--- config.mk ---
export PLATFORM = sky130hd
export DESIGN_NAME = m1t_gpo_monitor
export DESIGN_NICKNAME = d
export VERILOG_FILES = /design/src/rtl/m1t_gpo_monitor.sv
export SDC_FILE = /design/constraint.sdc
export NUM_CORES = 1
export LEC_CHECK = 0
export CAP_MARGIN = 40
export CORE_MARGIN = 3
export CORE_UTILIZATION = 35
export DETAILED_ROUTE_END_ITERATION = 12
export DONT_BUFFER_PORTS = 1
export GPL_TIMING_DRIVEN = 0
export HOLD_SLACK_MARGIN = 0.12
export SLEW_MARGIN = 20
export SYNTH_ARGS = -nofsm -noshare
export SYNTH_HDL_FRONTEND = slang
export SYNTH_SLANG_ARGS = --single-unit
--- constraint.sdc ---
create_clock -name clk -period 3.5 [get_ports clk]
set_input_delay 0.7 -clock clk [delete_from_list [all_inputs] [get_ports clk]]
set_output_delay 0.7 -clock clk [all_outputs]
set_load 0.02 [all_outputs]
--- src/rtl/m1t_gpo_monitor.sv ---
// Consumer of the M1T general-purpose output bus: decodes CHAR/PASS/FAIL commands,
// buffers characters in a FIFO and latches an end-of-test status with a watchdog.
module m1t_gpo_monitor #(
  parameter int unsigned DEPTH   = 16,
  parameter int unsigned TIMEOUT = 100000
) (
  input  logic        clk,
  input  logic        async_rst,
  input  logic        clk_en,
  input  logic [15:0] gpo,
  input  logic        char_ready,
  output logic        char_valid,
  output logic [7:0]  char_data,
  output logic        done,
  output logic        pass,
  output logic        timeout,
  output logic [11:0] fail_code,
  output logic        overflow,
  output logic [15:0] event_count
);

  localparam int unsigned AW = $clog2(DEPTH);
  localparam int unsigned CW = AW + 1;

  localparam logic [3:0] CMD_CHAR = 4'h1;
  localparam logic [3:0] CMD_PASS = 4'h2;
  localparam logic [3:0] CMD_FAIL = 4'h3;

  typedef enum logic {ST_RUN, ST_DONE} state_e;

  state_e        state_q, state_d;
  logic [15:0]   gpo_q;
  logic [CW-1:0] count_q, count_d;
  logic [AW-1:0] wr_ptr_q, wr_ptr_d;
  logic [AW-1:0] rd_ptr_q, rd_ptr_d;
  logic [31:0]   idle_cnt_q, idle_cnt_d;
  logic          pass_q, pass_d;
  logic          timeout_q, timeout_d;
  logic [11:0]   fail_code_q, fail_code_d;
  logic          overflow_q, overflow_d;
  logic [15:0]   event_count_q, event_count_d;
  logic [7:0]    mem_q [DEPTH];

  logic        evt;
  logic        pop;
  logic        push_req;
  logic        push_ok;
  logic [31:0] idle_inc;

  assign evt      = clk_en && (gpo != gpo_q) && (state_q == ST_RUN);
  assign pop      = (count_q != '0) && char_ready;
  assign idle_inc = idle_cnt_q + 32'd1;

  // NOTE: every combinational output gets a default first so no path can infer a latch.
  always_comb begin
    state_d       = state_q;
    pass_d        = pass_q;
    timeout_d     = timeout_q;
    fail_code_d   = fail_code_q;
    overflow_d    = overflow_q;
    event_count_d = event_count_q;
    idle_cnt_d    = idle_cnt_q;
    push_req      = 1'b0;

    if (evt) begin
      // An event always wins over a watchdog expiry in the same cycle.
      idle_cnt_d = '0;
      if (event_count_q != 16'hFFFF) event_count_d = event_count_q + 16'd1;
      case (gpo[15:12])
        CMD_CHAR: push_req = 1'b1;
        CMD_PASS: begin
          state_d = ST_DONE;
          pass_d  = 1'b1;
        end
        CMD_FAIL: begin
          state_d     = ST_DONE;
          pass_d      = 1'b0;
          fail_code_d = gpo[11:0];
        end
        default: ;
      endcase
    end else if (clk_en && (state_q == ST_RUN)) begin
      idle_cnt_d = idle_inc;
      if ((TIMEOUT != 0) && (idle_inc == 32'(TIMEOUT))) begin
        state_d   = ST_DONE;
        timeout_d = 1'b1;
      end
    end

    // A full FIFO still accepts a byte when the head leaves in the same cycle.
    push_ok = push_req && ((count_q < CW'(DEPTH)) || pop);
    if (push_req && !push_ok) overflow_d = 1'b1;

    wr_ptr_d = push_ok ? wr_ptr_q + AW'(1) : wr_ptr_q;
    rd_ptr_d = pop     ? rd_ptr_q + AW'(1) : rd_ptr_q;
    count_d  = count_q;
    if (push_ok && !pop)      count_d = count_q + CW'(1);
    else if (!push_ok && pop) count_d = count_q - CW'(1);
  end

  // NOTE: state registers use non-blocking assignments so every flop samples pre-edge values.
  always_ff @(posedge clk or posedge async_rst) begin
    if (async_rst) begin
      state_q       <= ST_RUN;
      gpo_q         <= '0;
      count_q       <= '0;
      wr_ptr_q      <= '0;
      rd_ptr_q      <= '0;
      idle_cnt_q    <= '0;
      pass_q        <= 1'b0;
      timeout_q     <= 1'b0;
      fail_code_q   <= '0;
      overflow_q    <= 1'b0;
      event_count_q <= '0;
    end else begin
      state_q       <= state_d;
      if (clk_en) gpo_q <= gpo;
      count_q       <= count_d;
      wr_ptr_q      <= wr_ptr_d;
      rd_ptr_q      <= rd_ptr_d;
      idle_cnt_q    <= idle_cnt_d;
      pass_q        <= pass_d;
      timeout_q     <= timeout_d;
      fail_code_q   <= fail_code_d;
      overflow_q    <= overflow_d;
      event_count_q <= event_count_d;
    end
  end

  // NOTE: the storage array has no reset; the count qualifies which entries are valid.
  always_ff @(posedge clk) begin
    if (push_ok) mem_q[wr_ptr_q] <= gpo[7:0];
  end

  assign char_valid  = (count_q != '0);
  assign char_data   = mem_q[rd_ptr_q];
  assign done        = (state_q == ST_DONE);
  assign pass        = pass_q;
  assign timeout     = timeout_q;
  assign fail_code   = fail_code_q;
  assign overflow    = overflow_q;
  assign event_count = event_count_q;

endmodule

Word level (Yosys, flattened, before mapping). Memories as Yosys holds them, arrays and structs flattened. Index checks and enable logic that the tools add are counted.

Logic and storage cells: 63. Bits in read-only memories: 0. Latch bits: 0. Bits in registers: 93. Bits in writable memories: 128. Memories kept: 1. Bits of input ports: 20.

Memory list: mem_q (depth 16, width 8, read ports 1, clocked after Yosys merged registers in 0, wr ports 1, line 42) `logic [7:0] mem_q [DEPTH];`.

Muxes and demuxes: 13. Bitwise logic cells: 2. Add/subtract/negate cells: 6. Divide/modulo/power cells: 0. Eq/ne operators: 7. Reduce and logical (&&, ||, !) cells: 22. $lt $le $gt $ge: 1. Shift operators: 0. Multipliers: 0.

Operators with widths (number): 2-to-1 mux 32 bit (2); adder 32 x 1 -> 32 bit (second input constant) (1); equality test 32 x 17 -> 1 bit (second input constant) (1); adder 16 x 1 -> 16 bit (second input constant) (1); inequality test 16 bit (1); inequality test 16 bit (second input constant) (1); 2-to-1 mux 5 bit (2); adder 4 x 1 -> 4 bit (second input constant) (2); equality test 4 x 2 -> 1 bit (second input constant) (2); logical AND 1 bit (8); 2-to-1 mux 1 bit (8); nonzero test 2 bit (4); AND reduction 2 bit (3); AND reduction 3 bit (2); adder 5 x 1 -> 5 bit (second input constant) (1); < comparator 5 bit (second input constant) (1); nonzero test 5 bit (1); subtractor 5 x 1 -> 5 bit (second input constant) (1); equality test 4 x 1 -> 1 bit (second input constant) (1); logical NOT 1 bit (2); inequality test 2 bit (second input constant) (1); inverter 1 bit (2); one-hot mux 1 bit (2 select lines) (1); OR reduction 2 bit (1); logical OR 1 bit (1).

Logic depth before layout (Yosys ltp). Gate-level depths: netlist of run 1.

Word-level depth: 9. Depth in mapped cells: 14. Mapped depth without buffers: 13.

Least setup slack after synthesis of run 1. Ideal clock, no wire load.

Path kind: input-to-reg. From: input port gpo[8]. To: register count_q[4]. Library setup time: 0.125 ns. Path slack: 0.204 ns. Buffers on the path: 1. Data arrival time: 3.171 ns. Cell stages on the path: 14. Data required time: 3.375 ns. Path through: xnor2_1 -> nand4_1 -> nor4_4 -> nor2_1 -> and4_1 -> clkbuf_1 -> ha_1 -> inv_1 -> ha_1 -> a21o_1 -> a21oi_1 -> xnor2_1 -> nor2_1 -> xor2_1.

Cells in the longest elaborated chain, start to end: 8. Elaborated cells on any way between the ends: 10. Those cells by class: 1 x eq/ne; 2 x mux; 7 x reduce/logical.

RTL lines: start: declaration (line 10) `input logic [15:0] gpo,`; inequality test 16 bit (*) (line 50) `assign evt = clk_en && (gpo != gpo_q) && (state_q == ST_RUN);`; logical AND 1 bit (*) (2 in a row) (line 50); 2-to-1 mux 1 bit (*) (line 65) `if (evt) begin`; logical AND 1 bit (*) (line 91) `push_ok = push_req && ((count_q < CW'(DEPTH)) || pop);`; via push_ok (line 47) `logic push_ok;`; logical NOT 1 bit (line 98) `else if (!push_ok && pop) count_d = count_q - CW'(1);`; logical AND 1 bit (line 98); nonzero test 2 bit (no line); end signal: assignment (line 118) `count_q <= count_d;`; end: declaration (line 33) `logic [CW-1:0] count_q, count_d;`.

The timed path passes the listed nets; every way through them passes the cells marked *. A chain may end at the register's enable or synchronous reset.

Worst setup path after layout of run 1.
From: register rd_ptr_q[1]. To: output port char_data[7].

Cells in the longest elaborated chain, start to end: 1.

RTL lines: start: declaration (line 35) `logic [AW-1:0] rd_ptr_q, rd_ptr_d;`; start signal: assignment (line 120) `rd_ptr_q <= rd_ptr_d;`; memory read (16 x 8 bit); end: declaration (line 13) `output logic [7:0] char_data,`.

Every way passes these cells.

==> results of run 1 <==
## worst max-delay path by stage
| stage | from | end | slack [ns] | cells past startpoint |
|---|---|---|---|---|
| after floorplan | gpo[8] | count_q[4]$_DFFE_PP0P_ | 0.20 | 14 |
| after global placement | async_rst | rd_ptr_q[3]$_DFFE_PP0P_ | -0.86 | 1 |
| after detailed placement | gpo[8] | count_q[4]$_DFFE_PP0P_ | -0.62 | 14 |
| after CTS | rd_ptr_q[0]$_DFFE_PP0P_ | char_data[0] | 0.01 | 4 |
| after global routing | done$_DFFE_PP0P_ | count_q[4]$_DFFE_PP0P_ | 0.05 | 11 |
| final | rd_ptr_q[1]$_DFFE_PP0P_ | char_data[7] | 0.20 | 4 |
## routing by layer
metal | GRT usage | vias to the layer above | part of all wire
met5 | 0 | - | 0
li1 | - | 2753 | -
met3 | 0.03672 | 42 | 0.060
met4 | 0.04222 | 0 | 0.028
met1 | 0.1970 | 2972 | 0.45
met2 | 0.2375 | 159 | 0.47
## metrics by stage
step	hold slack, ns	instance area [um2]	std cells	power (W)	setup WS (ns)
final	0.2575	11450	1141	0.007482	0.1980
after detailed placement	0.5060	10590	1095	0.004907	-0.6202
after global placement	0.4918	10460	1086	0.004825	-0.8609
after CTS	0.2351	11450	1142	0.007576	0.01211
after global routing	0.2364	11450	1141	0.007811	0.05198
after floorplan	0.4650	9987	708	0.004456	0.2041
## cell usage after synthesis (2+ instances only)
| master | number |
|---|---|
| xor2_1 | 18 |
| nor3_1 | 20 |
| mux2_2 | 31 |
| o31ai_1 | 10 |
| nor3b_1 | 2 |
| clkbuf_1 | 19 |
| nand2b_1 | 5 |
| mux4_2 | 40 |
| a311oi_1 | 2 |
| clkbuf_8 | 3 |
| nor2_1 | 30 |
| a21o_1 | 4 |
| and2_1 | 2 |
| and3_1 | 5 |
| o21ai_0 | 40 |
| nand4_1 | 19 |
| edfxtp_1 | 128 |
| o41ai_1 | 4 |
| nand3_1 | 32 |
| inv_1 | 11 |
| buf_1 | 9 |
| nand3b_1 | 3 |
| buf_4 | 3 |
| and4_2 | 2 |
| o211a_1 | 2 |
| nor4_4 | 3 |
| and4_1 | 5 |
| a31oi_1 | 4 |
| ha_1 | 13 |
| nand2_1 | 63 |
| a21oi_1 | 10 |
| nor4_1 | 10 |
| dfrtp_1 | 93 |
| nor2b_1 | 5 |
| or2_2 | 2 |
| xnor2_1 | 38 |
## cell families after synthesis
logic type,after synthesis
AOI/OAI and AO/OA,82
xor gates and xnor gates,56
and+or+nand+nor,217
adders and majority gates,14
muxes,72
DFF,221
buffers and inverters,46
## power by group through the flow
stage	logic (W)	clock network [W]	registers, W
floorplan	0.00126	0	0.00320
global placement	0.00158	0	0.00325
detailed placement	0.00165	0	0.00325
CTS	0.00164	0.00271	0.00322
global route	0.00175	0.00281	0.00325
finish	0.00161	0.00265	0.00322
## state kept, by name, indices dropped and copies added (netlist names)
register	flops
rd_ptr_q	4
mem_q	128
fail_code	12
gpo_q	16
overflow	1
timeout	1
idle_cnt_q	32
count_q	5
event_count	16
wr_ptr_q	4
pass	1
done	1
## worst max-delay path, stage by stage (launching register included)
cell and delay, ns:
dfrtp_1 0.35, buf_1 0.36, clkbuf_2 0.38, mux4_2 0.39, mux4_2 0.58
## what timing repair did
item                                    CTS  global route
buffers inserted                          1             0
cloned                                    0             0
endpoints found under the hold margin    23             0
endpoints found under the setup margin   10             9
resized for setup                         7             2
hold buffers                              1             0
pin swaps                                 1             0
## layout make-up
cell class	count	area, um2
tap	378	473.0
multi-input combinational	441	3621
buffer	33	177.7
inverter	11	46.29
sequential	221	6172
clock buffer	33	695.7
timing repair buffer	11	120.1
clock inverter	13	147.6
fill	2621	16480
==> results.py, run 1 <==
metrics = {
    "run_status": {
        "status": "complete, no violations",
    },
    "timing": {
        "fmax_mhz": 302.9,
        "hold_violations": 0,
        "finalCritPeriodShare": 0.9434,
        "skew_ns": 0.01134,
        "period_minus_slack_ns": 3.302,
        "setup_violations": 0,
        "tightest_slew_ns": 0.7864,
        "drv_slew": 0,
        "finalSetupTns_ns": 0,
        "slew_headroom": 0.4738,
        "rsz0062_at_grt": "false",
    },
    "worst_setup_path": {
        "r2r-start": "done$_DFFE_PP0P_",
        "cp-end-kind": "output port",
        "critPathArrivalTime_ns": 2.60,
        "r2r_setup_slack_ns": 0.33,
        "r2r_cells": 11,
        "crit_type": "reg2out",
        "cp.required_ns": 2.80,
        "crit_fanout": 10,
        "rr_endpoint": "count_q[4]$_DFFE_PP0P_",
        "startpoint_type": "flip-flop",
    },
    "clock_tree": {
        "path_clk_slew_ns": 0.06,
        "cts.sinks": 221,
        "root_buffer": "clkbuf_16",
        "cts_tree": "built",
        "cts_buffers": 25,
        "clock_path_buffers": 3,
        "clkLatencyLatePin_ns": 0.54,
        "htreeDepth": 1,
    },
    "die": {
        "core.rowCount": 61,
        "ios": 61,
        "die_h_um": 174.9,
        "coreArea_um2": 27930,
        "die_w_um": 174.9,
        "start_util": 0.3575,
        "die_area_um2": 30600,
    },
    "route": {
        "routed_wirelength_mm": 22.22,
        "routedWlPerCell_um": 19.47,
        "drt_pre_antenna_iters": 5,
        "drt_drc_violations_left": 0,
        "drtIter0Drc": 409,
        "routed_via_density": 5.194,
        "ant_nets": 0,
        "vias": 5926,
    },
    "finish": {
        "syn2layout_area_growth_pct": 14.68,
        "diodes": 0,
        "drive_above_1_share": 0.2045,
        "nNetsFinal": 778,
        "final_core_util": 0.4100,
        "mostFrequentLayoutCells": "edfxtp_1, dfrtp_1, nand2_1",
        "final_common_cell": "edfxtp_1",
    },
    "power_and_ir_drop": {
        "netSwitchingPower_w": 0.002207,
        "p_comb_frac": 0.216,
        "leakage_nw": 4.124,
        "peakVddDrop_v": 0.0003680,
        "p_per_area_nw_per_um2": 653.2,
        "p_sw_frac": 0.2950,
        "clockPowerShare": 0.354,
        "power_frac_seq": 0.430,
        "intPower_w": 0.005274,
    },
    "synthesis": {
        "synth.top_cell.area_share": 0.3849,
        "synthCells": 708,
        "yosys-mux-area-fraction": 0.1262,
        "ys_ff_latch": 221,
        "synth_area_per_cell_um2": 14.11,
        "async_reset_ff_frac": 0.4208,
        "synth.cell_area_um2": 9987,
        "yosysWarnings": 0,
        "synth.distinct_cells": 54,
        "ys_top_cells_by_area": "edfxtp_1, dfrtp_1, mux4_2",
        "synth_top_family_by_area": "multiplexers",
        "synth-simple-area-share": 0.1170,
        "synth_compound_area_frac": 0.04999,
        "synth_seq_area_share": 0.6179,
        "synth_top_cell_by_area": "edfxtp_1",
        "yosys_most_used_dff": "edfxtp_1",
        "synth_edf_count": 128,
        "synthAdderAreaFrac": 0.01829,
        "synth_nets": 742,
        "synth_xor_area_frac": 0.04911,
    },
    "placement": {
        "io_buffers": 0,
        "dp_hpwl_mm": 14.91,
        "gp_congestion": 0.8631,
    },
    "global_routing": {
        "grt_pass1_wl_mm": 35.21,
        "overflow": 0,
        "antenna_found_initial": 0,
        "grt_pass1_vias": 6129,
        "grt_use_total": 0.1466,
        "grt_start_max_net_pins": 71,
    },
    "job": {
        "maxCapViolations": 0,
    },
    "worst_hold_path": {
        "hp-class": "in2reg",
        "holdPathStages": 0,
        "min_to": "mem_q[1][2]$_DFFE_PP_",
        "hold_start": "gpo[2]",
    },
}
Power figures use the tool's default switching activity.
==> run 2, diff against run 1 <==
--- a/config.mk
+++ b/config.mk
@@ -12,7 +12,7 @@
 export DONT_BUFFER_PORTS = 1
 export GPL_TIMING_DRIVEN = 0
 export HOLD_SLACK_MARGIN = 0.12
-export SLEW_MARGIN = 20
+export SLEW_MARGIN = 25
 export SYNTH_ARGS = -nofsm -noshare
 export SYNTH_HDL_FRONTEND = slang
 export SYNTH_SLANG_ARGS = --single-unit
==> results of run 2 <==
Final layout, timing and power as in run 1 (identical DEF).
